File: src/rtl/div16_pkg.sv
// Shared definitions for the sequential 2W/W unsigned divider.
package div16_pkg;

  // Default operand width: 32-bit dividend, 16-bit divisor/quotient/remainder.
  localparam int DIV_WIDTH = 16;

  // Controller states.
  typedef enum logic [1:0] {
    IDLE = 2'd0,
    CALC = 2'd1,
    DONE = 2'd2
  } state_t;

endpackage

File: src/rtl/div16_step.sv
// One restoring-division step: shift in the next dividend bit and subtract
// the divisor when the shifted partial remainder is not smaller than it.
module div16_step
  import div16_pkg::*;
#(
  parameter int WIDTH = DIV_WIDTH
) (
  input  logic [WIDTH:0]   prem,
  input  logic             dbit,
  input  logic [WIDTH-1:0] divisor,
  output logic [WIDTH:0]   prem_next,
  output logic             q_bit
);

  logic [WIDTH:0] shifted;

  // A set top bit of the incoming remainder means the shifted value exceeds
  // any WIDTH-bit divisor, so the subtraction always succeeds; the W+1-bit
  // difference is exact because the true result is below the divisor.
  always_comb begin
    shifted   = {prem[WIDTH-1:0], dbit};
    q_bit     = prem[WIDTH] | (shifted >= {1'b0, divisor});
    prem_next = q_bit ? (shifted - {1'b0, divisor}) : shifted;
  end

endmodule

File: src/rtl/div16_seq.sv
// Sequential unsigned divider: 2*WIDTH-bit dividend by WIDTH-bit divisor,
// one restoring step per cycle, with valid/ready handshakes on both sides.
// Divide-by-zero and quotient overflow are detected at accept time and
// reported after a single edge.
module div16_seq
  import div16_pkg::*;
#(
  parameter int WIDTH = DIV_WIDTH
) (
  input  logic               clk,
  input  logic               rst,
  input  logic               in_valid,
  output logic               in_ready,
  input  logic [2*WIDTH-1:0] dividend,
  input  logic [WIDTH-1:0]   divisor,
  output logic               out_valid,
  input  logic               out_ready,
  output logic [WIDTH-1:0]   quotient,
  output logic [WIDTH-1:0]   remainder,
  output logic               div_by_zero,
  output logic               overflow
);

  localparam int CW = (WIDTH > 1) ? $clog2(WIDTH) : 1;

  state_t           state_reg;
  logic [CW-1:0]    cnt_reg;
  logic [WIDTH:0]   prem_reg;       // partial remainder, seeded with dividend high half
  logic [WIDTH-1:0] lo_reg;         // dividend low half, consumed MSB first
  logic [WIDTH-1:0] divisor_reg;
  logic [WIDTH-1:0] quotient_reg;
  logic [WIDTH-1:0] remainder_reg;
  logic             in_ready_reg;
  logic             out_valid_reg;
  logic             dbz_reg;
  logic             ovf_reg;

  logic [WIDTH:0]   prem_next;
  logic             q_bit;

  // The single step datapath is shared by every CALC cycle.
  div16_step #(
    .WIDTH(WIDTH)
  ) u_step (
    .prem     (prem_reg),
    .dbit     (lo_reg[WIDTH-1]),
    .divisor  (divisor_reg),
    .prem_next(prem_next),
    .q_bit    (q_bit)
  );

  // Controller and datapath registers; all outputs come straight from flops.
  always_ff @(posedge clk or posedge rst) begin
    if (rst) begin
      state_reg     <= IDLE;
      cnt_reg       <= '0;
      prem_reg      <= '0;
      lo_reg        <= '0;
      divisor_reg   <= '0;
      quotient_reg  <= '0;
      remainder_reg <= '0;
      in_ready_reg  <= 1'b1;
      out_valid_reg <= 1'b0;
      dbz_reg       <= 1'b0;
      ovf_reg       <= 1'b0;
    end else begin
      case (state_reg)
        IDLE: begin
          if (in_valid) begin
            divisor_reg  <= divisor;
            lo_reg       <= dividend[WIDTH-1:0];
            prem_reg     <= {1'b0, dividend[2*WIDTH-1:WIDTH]};
            in_ready_reg <= 1'b0;
            dbz_reg      <= 1'b0;
            ovf_reg      <= 1'b0;
            if (divisor == '0) begin
              quotient_reg  <= '1;
              remainder_reg <= dividend[WIDTH-1:0];
              dbz_reg       <= 1'b1;
              out_valid_reg <= 1'b1;
              state_reg     <= DONE;
            end else if (dividend[2*WIDTH-1:WIDTH] >= divisor) begin
              // Quotient would need more than WIDTH bits.
              quotient_reg  <= '1;
              remainder_reg <= '0;
              ovf_reg       <= 1'b1;
              out_valid_reg <= 1'b1;
              state_reg     <= DONE;
            end else begin
              quotient_reg <= '0;
              cnt_reg      <= CW'(WIDTH - 1);
              state_reg    <= CALC;
            end
          end
        end

        CALC: begin
          prem_reg     <= prem_next;
          lo_reg       <= lo_reg << 1;
          quotient_reg <= {quotient_reg[WIDTH-2:0], q_bit};
          if (cnt_reg == '0) begin
            remainder_reg <= prem_next[WIDTH-1:0];
            out_valid_reg <= 1'b1;
            state_reg     <= DONE;
          end else begin
            cnt_reg <= cnt_reg - 1'b1;
          end
        end

        DONE: begin
          if (out_ready) begin
            out_valid_reg <= 1'b0;
            in_ready_reg  <= 1'b1;
            state_reg     <= IDLE;
          end
        end

        default: begin
          out_valid_reg <= 1'b0;
          in_ready_reg  <= 1'b1;
          state_reg     <= IDLE;
        end
      endcase
    end
  end

  assign in_ready    = in_ready_reg;
  assign out_valid   = out_valid_reg;
  assign quotient    = quotient_reg;
  assign remainder   = remainder_reg;
  assign div_by_zero = dbz_reg;
  assign overflow    = ovf_reg;

endmodule

File: config.mk
export PLATFORM = sky130hd
export DESIGN_NAME = div16_seq
export DESIGN_NICKNAME = d
export VERILOG_FILES = /design/src/rtl/div16_pkg.sv /design/src/rtl/div16_step.sv /design/src/rtl/div16_seq.sv
export SDC_FILE = /design/constraint.sdc
export NUM_CORES = 1
export LEC_CHECK = 0
export ABC_AREA = 1
export ABC_CLOCK_PERIOD_IN_PS = 3000
export BUFFER_PORTS_ARGS = -buffer_cell sky130_fd_sc_hd__buf_2
export CAP_MARGIN = 20
export CORE_AREA = 3 3 125 127
export DETAILED_ROUTE_END_ITERATION = 8
export DIE_AREA = 0 0 128 130
export PLACE_DENSITY_LB_ADDON = 0.05
export SLEW_MARGIN = 25
export SYNTH_ARGS = -nofsm -noshare
export SYNTH_HDL_FRONTEND = slang
export SYNTH_SLANG_ARGS = --single-unit
File: constraint.sdc
create_clock -name clk -period 3 [get_ports clk]
set_input_delay 0.15 -clock clk [delete_from_list [all_inputs] [get_ports clk]]
set_output_delay 0.15 -clock clk [all_outputs]
set_load 0.02 [all_outputs]
After elaboration in Yosys (flattened, before gate mapping):

Index checks and enable logic that the tools add are counted.
Widths: inputs -> output; s select.

* equality and inequality tests: 9
* bitwise operators: 2
* reduce and logical (&&, ||, !) cells: 11
* $add $sub $neg: 2
* multiplexer cells: 37
* order comparisons: 2

Operator list (number)
* $mux 16: 8
* $pmux 16 s2: 3
* $mux 17: 2
* $pmux 17 s2: 1
* $ge 17x16->1: 1
* $sub 17x16->17: 1
* $ge 16x16->1: 1
* $logic_not 16->1: 1
* $mux 4: 4
* $ne 2x2->1 const B: 6
* $mux 1: 10
* $mux 2: 5
* $pmux 4 s2: 1
* $reduce_and 4->1: 2
* $pmux 1 s3: 2
* $pmux 2 s3: 1
* $reduce_and 3->1: 2
* $reduce_and 5->1: 1
* $logic_not 4->1: 1
* $reduce_and 2->1: 2
* $sub 4x1->4 const B: 1
* $ne 3x3->1 const B: 1
* $eq 2x1->1 const B: 1
* $eq 2x2->1 const B: 1
* other kinds (4): 4

* logic and storage cells: 74
* flip-flop bits (word level): 91
* output and inout port bits: 36

Logic depth before layout (Yosys ltp):

* depth after elaboration: 5
* depth in mapped cells: 17
* mapped depth without buffers: 16

By module:

From an unflattened synthesis, not the netlist that was laid out.

* cell total of the unflattened synthesis: 865
* area total of the unflattened synthesis: 6048.3 sq um

Modules (own cells, without submodules)
* div16_seq: instances 1, seq. area each 2278.4 sq um, area each 4634.4 sq um, cells an instance 574
* div16_step: instances 1, seq. area each 0.0 sq um, area each 1413.9 sq um, cells an instance 291

Worst setup path before layout:

No wires, ideal clock.

* path kind: flip-flop to flip-flop
* from: register lo_reg[15]
* to: register remainder_reg[8], in the netlist remainder[8]
* path buffers: 0
* arrival: 1.831 ns
* slack: 1.053 ns
* required time: 2.884 ns
* setup time: 0.116 ns
* cell stages (with the launch flop): 14
* cells stage by stage: dfrtp_1 > inv_1 > ha_1 > inv_1 > fa_1 > nand3_1 > nand3_1 > a21oi_1 > xor2_1 > nand2_2 > nand3_2 > nand2_1 > nand2_1 > nand2_1

* longest elaborated chain between the ends: 5

RTL lines
* start: declaration: RTL line div16_seq.sv:29 `logic [WIDTH-1:0] lo_reg;`
* start signal: assignment: RTL line div16_seq.sv:71 `lo_reg <= dividend[WIDTH-1:0];`
* start signal: assignment: RTL line div16_seq.sv:99 `lo_reg <= lo_reg << 1;`
* $ge 17x16->1: RTL line div16_step.sv:22 `q_bit = prem[WIDTH] | (shifted >= {1'b0, divisor});`
* $or 1x1->1: RTL line div16_step.sv:22
* $mux 17 *: RTL line div16_step.sv:23 `prem_next = q_bit ? (shifted - {1'b0, divisor}) : shifted;`
* $mux 16 *: RTL line div16_seq.sv:101 `if (cnt_reg == '0) begin`
* $pmux 16 s2 *: RTL line div16_seq.sv:67 `case (state_reg)`
* end signal: assignment: RTL line div16_seq.sv:78 `remainder_reg <= dividend[WIDTH-1:0];`
* end signal: assignment: RTL line div16_seq.sv:102 `remainder_reg <= prem_next[WIDTH-1:0];`
* end: declaration: RTL line div16_seq.sv:32 `logic [WIDTH-1:0] remainder_reg;`

Mark *: on every way between the ends. The rest lies on a longest branch, timed or not. The select of a mux whose other input is x is not followed.
A chain may end at the register's enable or synchronous reset.

Worst setup path in the final report:

Ends and elaborated chain as after synthesis.

==> results.toml <==
[clocking]
cts_tree = "done"
clockBufferDepth = 2
ctsResizeCount = 0
clockRootBuffer = "clkbuf_16"
htreeDepth = 3
cts_made_buffers = 9
clock_sinks = 91
path_clk_slew_ns = 0.08
clk_latency_ns = 0.36

[timing]
period_share = 0.8293
min_period_ns = 2.488
setup_tns_ns = 0
rsz0062_at_grt = "false"
fin_skew_ns = 0.01483
fmax_ghz = 0.4019
setup_violations = 0
finalHoldViolations = 0
finalMaxSlewViolations = 0
relSlewSlack = 0.6270
worst_pin_slew_ns = 0.5596

[synth]
synth_edf_count = 0
synth_fp_nets = 916
ys.flop_type = "dfrtp_1"
synth_top_area_share = 0.3846
syn_inst = 830
syn-cell-area_um2 = 5856
synthTopCellsByArea = "dfrtp_1 (38%), nand2_1 (18%), nand3_1 (7.9%)"
ys_seq_elements = 91
synth_cell_type_count = 37
seq_area_frac_synth = 0.3891
synth_warnings = 0
post-synth-top-count-cell = "nand2_1"
yosys-top-cells-count = "nand2_1 (285), inv_1 (118), nand3_1 (92), dfrtp_1 (90), nor2_1 (48)"
synth_top_cell_by_area = "dfrtp_1"
avgSynthCellArea_um2 = 7.055
async_flop_share = 1.000

[detailed_routing]
first_iter_violations = 314
vias = 5551
ant_nets = 0
routed_wl_um = 17600
wire_per_inst_um = 16.01
viasPerCell = 5.051
drc_errors = 0
firstDrtPassIters = 5

[layout]
syn2layout_area_growth_pct = 15.64
fin_area_um2 = 6771
multi_input_area_um2 = 2982
largest_reg_flops = 17
seq_area_um2 = 2278
drive_gt1_frac = 0.1530
fill_cells = 1556
final_nets = 996
n_antenna_cell = 0

[floorplan]
initial_core_util = 0.4029
die_x_um = 128
rows = 44
pin_count = 88
die_area_um2 = 16640
design.core.area_um2 = 14530
die_height_um = 130

[pwr]
power_density_nw_per_um2 = 1316
p_leak_nw = 3.811
ir_worst_vdd_uv = 601.8

[worst_setup_path]
path_class = "flop to flop"
path_max_fanout = 4
worstSetupStartpoint = "lo_reg[15]"
end_kind = "flop"
cp_data_required_time_ns = 3.24
r2r_start = "lo_reg[15]"
crit_arrival_ns = 2.73
worst_setup_path_start_kind = "flop"

[worst_hold_path]
min-delay-path-class = "input pin to flop"
holdCritStartpoint = "dividend[10]"

[grt]
grt_pass1_vias = 5456
gr-max-usage-layer = "met1"
grt_max_degree = 92
antenna_found_initial = 0
use_met3 = 0.03889
overflow = 0
grt_pass1_wl_um = 28670
gr-usage-all-layers = 0.2217
use_met2 = 0.3198
grtUsageMet1 = 0.3317

[placement]
numPortBuffers = 87
place_hpwl_um = 13670
placed_area_um2 = 6470
routabilityCongestion = 0.9167

[outcome]
status = "complete, no violations"

[job]
maxCapViolations = 0
[cells in the final DEF (no fill, tap or decap), drive strengths merged, types with 5 or more instances in the layout]
| cell type | n |
|---|---|
| nand4 | 10 |
| clkbuf | 9 |
| nand3 | 99 |
| o21ai | 41 |
| ha | 33 |
| a21oi | 20 |
| a21boi | 13 |
| nand2 | 297 |
| inv | 123 |
| nor2 | 52 |
| buf | 96 |
| nor3 | 5 |
| xnor2 | 6 |
| dfrtp | 90 |
[final timing paths]
path                           endpoint  slack [ns]  cells after the start
setup / recovery           remainder[8]        0.51                     13
hold / removal               lo_reg[10]        0.03                      3
setup reg to reg           remainder[8]        0.51                     13
hold reg to reg               out_valid        0.48                      2
max in group asynchronous      in_ready        2.15                      4
min in group asynchronous  quotient[15]        0.43                      4
[layout make-up]
cell class	instances	area share
clock buffer	9	0.03326
clock inverter	7	0.009793
inverter	120	0.06670
multi-input combinational	591	0.4403
sequential	91	0.3365
tap	184	0.03400
timing repair buffer	97	0.07945
[kinds of logic (layout without fill, tap and decap cells)]
family | after synthesis | count (layout) | synth area share
xor gates and xnor gates | 8 | 8 | 0.01197
DFF | 91 | 91 | 0.3891
and+or+nand+nor | 467 | 467 | 0.3429
AOI/OAI and AO/OA | 82 | 82 | 0.07906
buffers and inverters | 148 | 233 | 0.1030
adders and majority gates | 34 | 34 | 0.07393
[through the flow]
stage,instances,util,power [mW],hold WS [ns],setup slack (ns)
2_1_floorplan,830,-,6.242,0.2829,0.4880
3_3_place_gp,1081,0.4438,7.739,0.3010,0.5140
3_5_place_dp,1082,0.4452,7.749,0.2972,0.5496
4_1_cts,1099,0.4659,8.939,0.02545,0.5245
5_1_grt,1099,0.4659,9.866,0.04253,0.3086
6_report,1099,0.4659,8.914,0.03322,0.5120
[per-layer routing]
| metal | up-vias | wire length [um] | share of wire |
|---|---|---|---|
| li1 | 2776 | - | - |
| met1 | 2600 | 8781 | 0.50 |
| met2 | 154 | 7406 | 0.42 |
| met3 | 21 | 949 | 0.054 |
| met4 | 0 | 463 | 0.026 |
| met5 | - | 0 | 0 |
[critical path, cell delays in order (launching register included)]
cell and delay (ns):
dfrtp_1 0.37, inv_1 0.16, ha_1 0.19, inv_1 0.10, fa_1 0.46, nand3_1 0.11
nand3_1 0.15, a21oi_1 0.27, xor2_1 0.20, nand2_2 0.09, nand3_2 0.09, nand2_1 0.07
nand2_1 0.06, nand2_1 0.05
[report_power, final]
part	leakage, nW	total [mW]	internal [mW]	switching (mW)
Sequential	1.12	2.19	1.81	0.372
Combinational	2.55	5.60	1.88	3.72
Clock	0.136	1.13	0.581	0.550
Total	3.81	8.91	4.27	4.64
[repair_timing]
action,in CTS,in global routing
hold buffers,1,0
endpoints found under the setup margin,0,0
hold endpoints to repair,90,0
setup buffers,0,0
No activity file was read; power rests on OpenSTA's default activity.
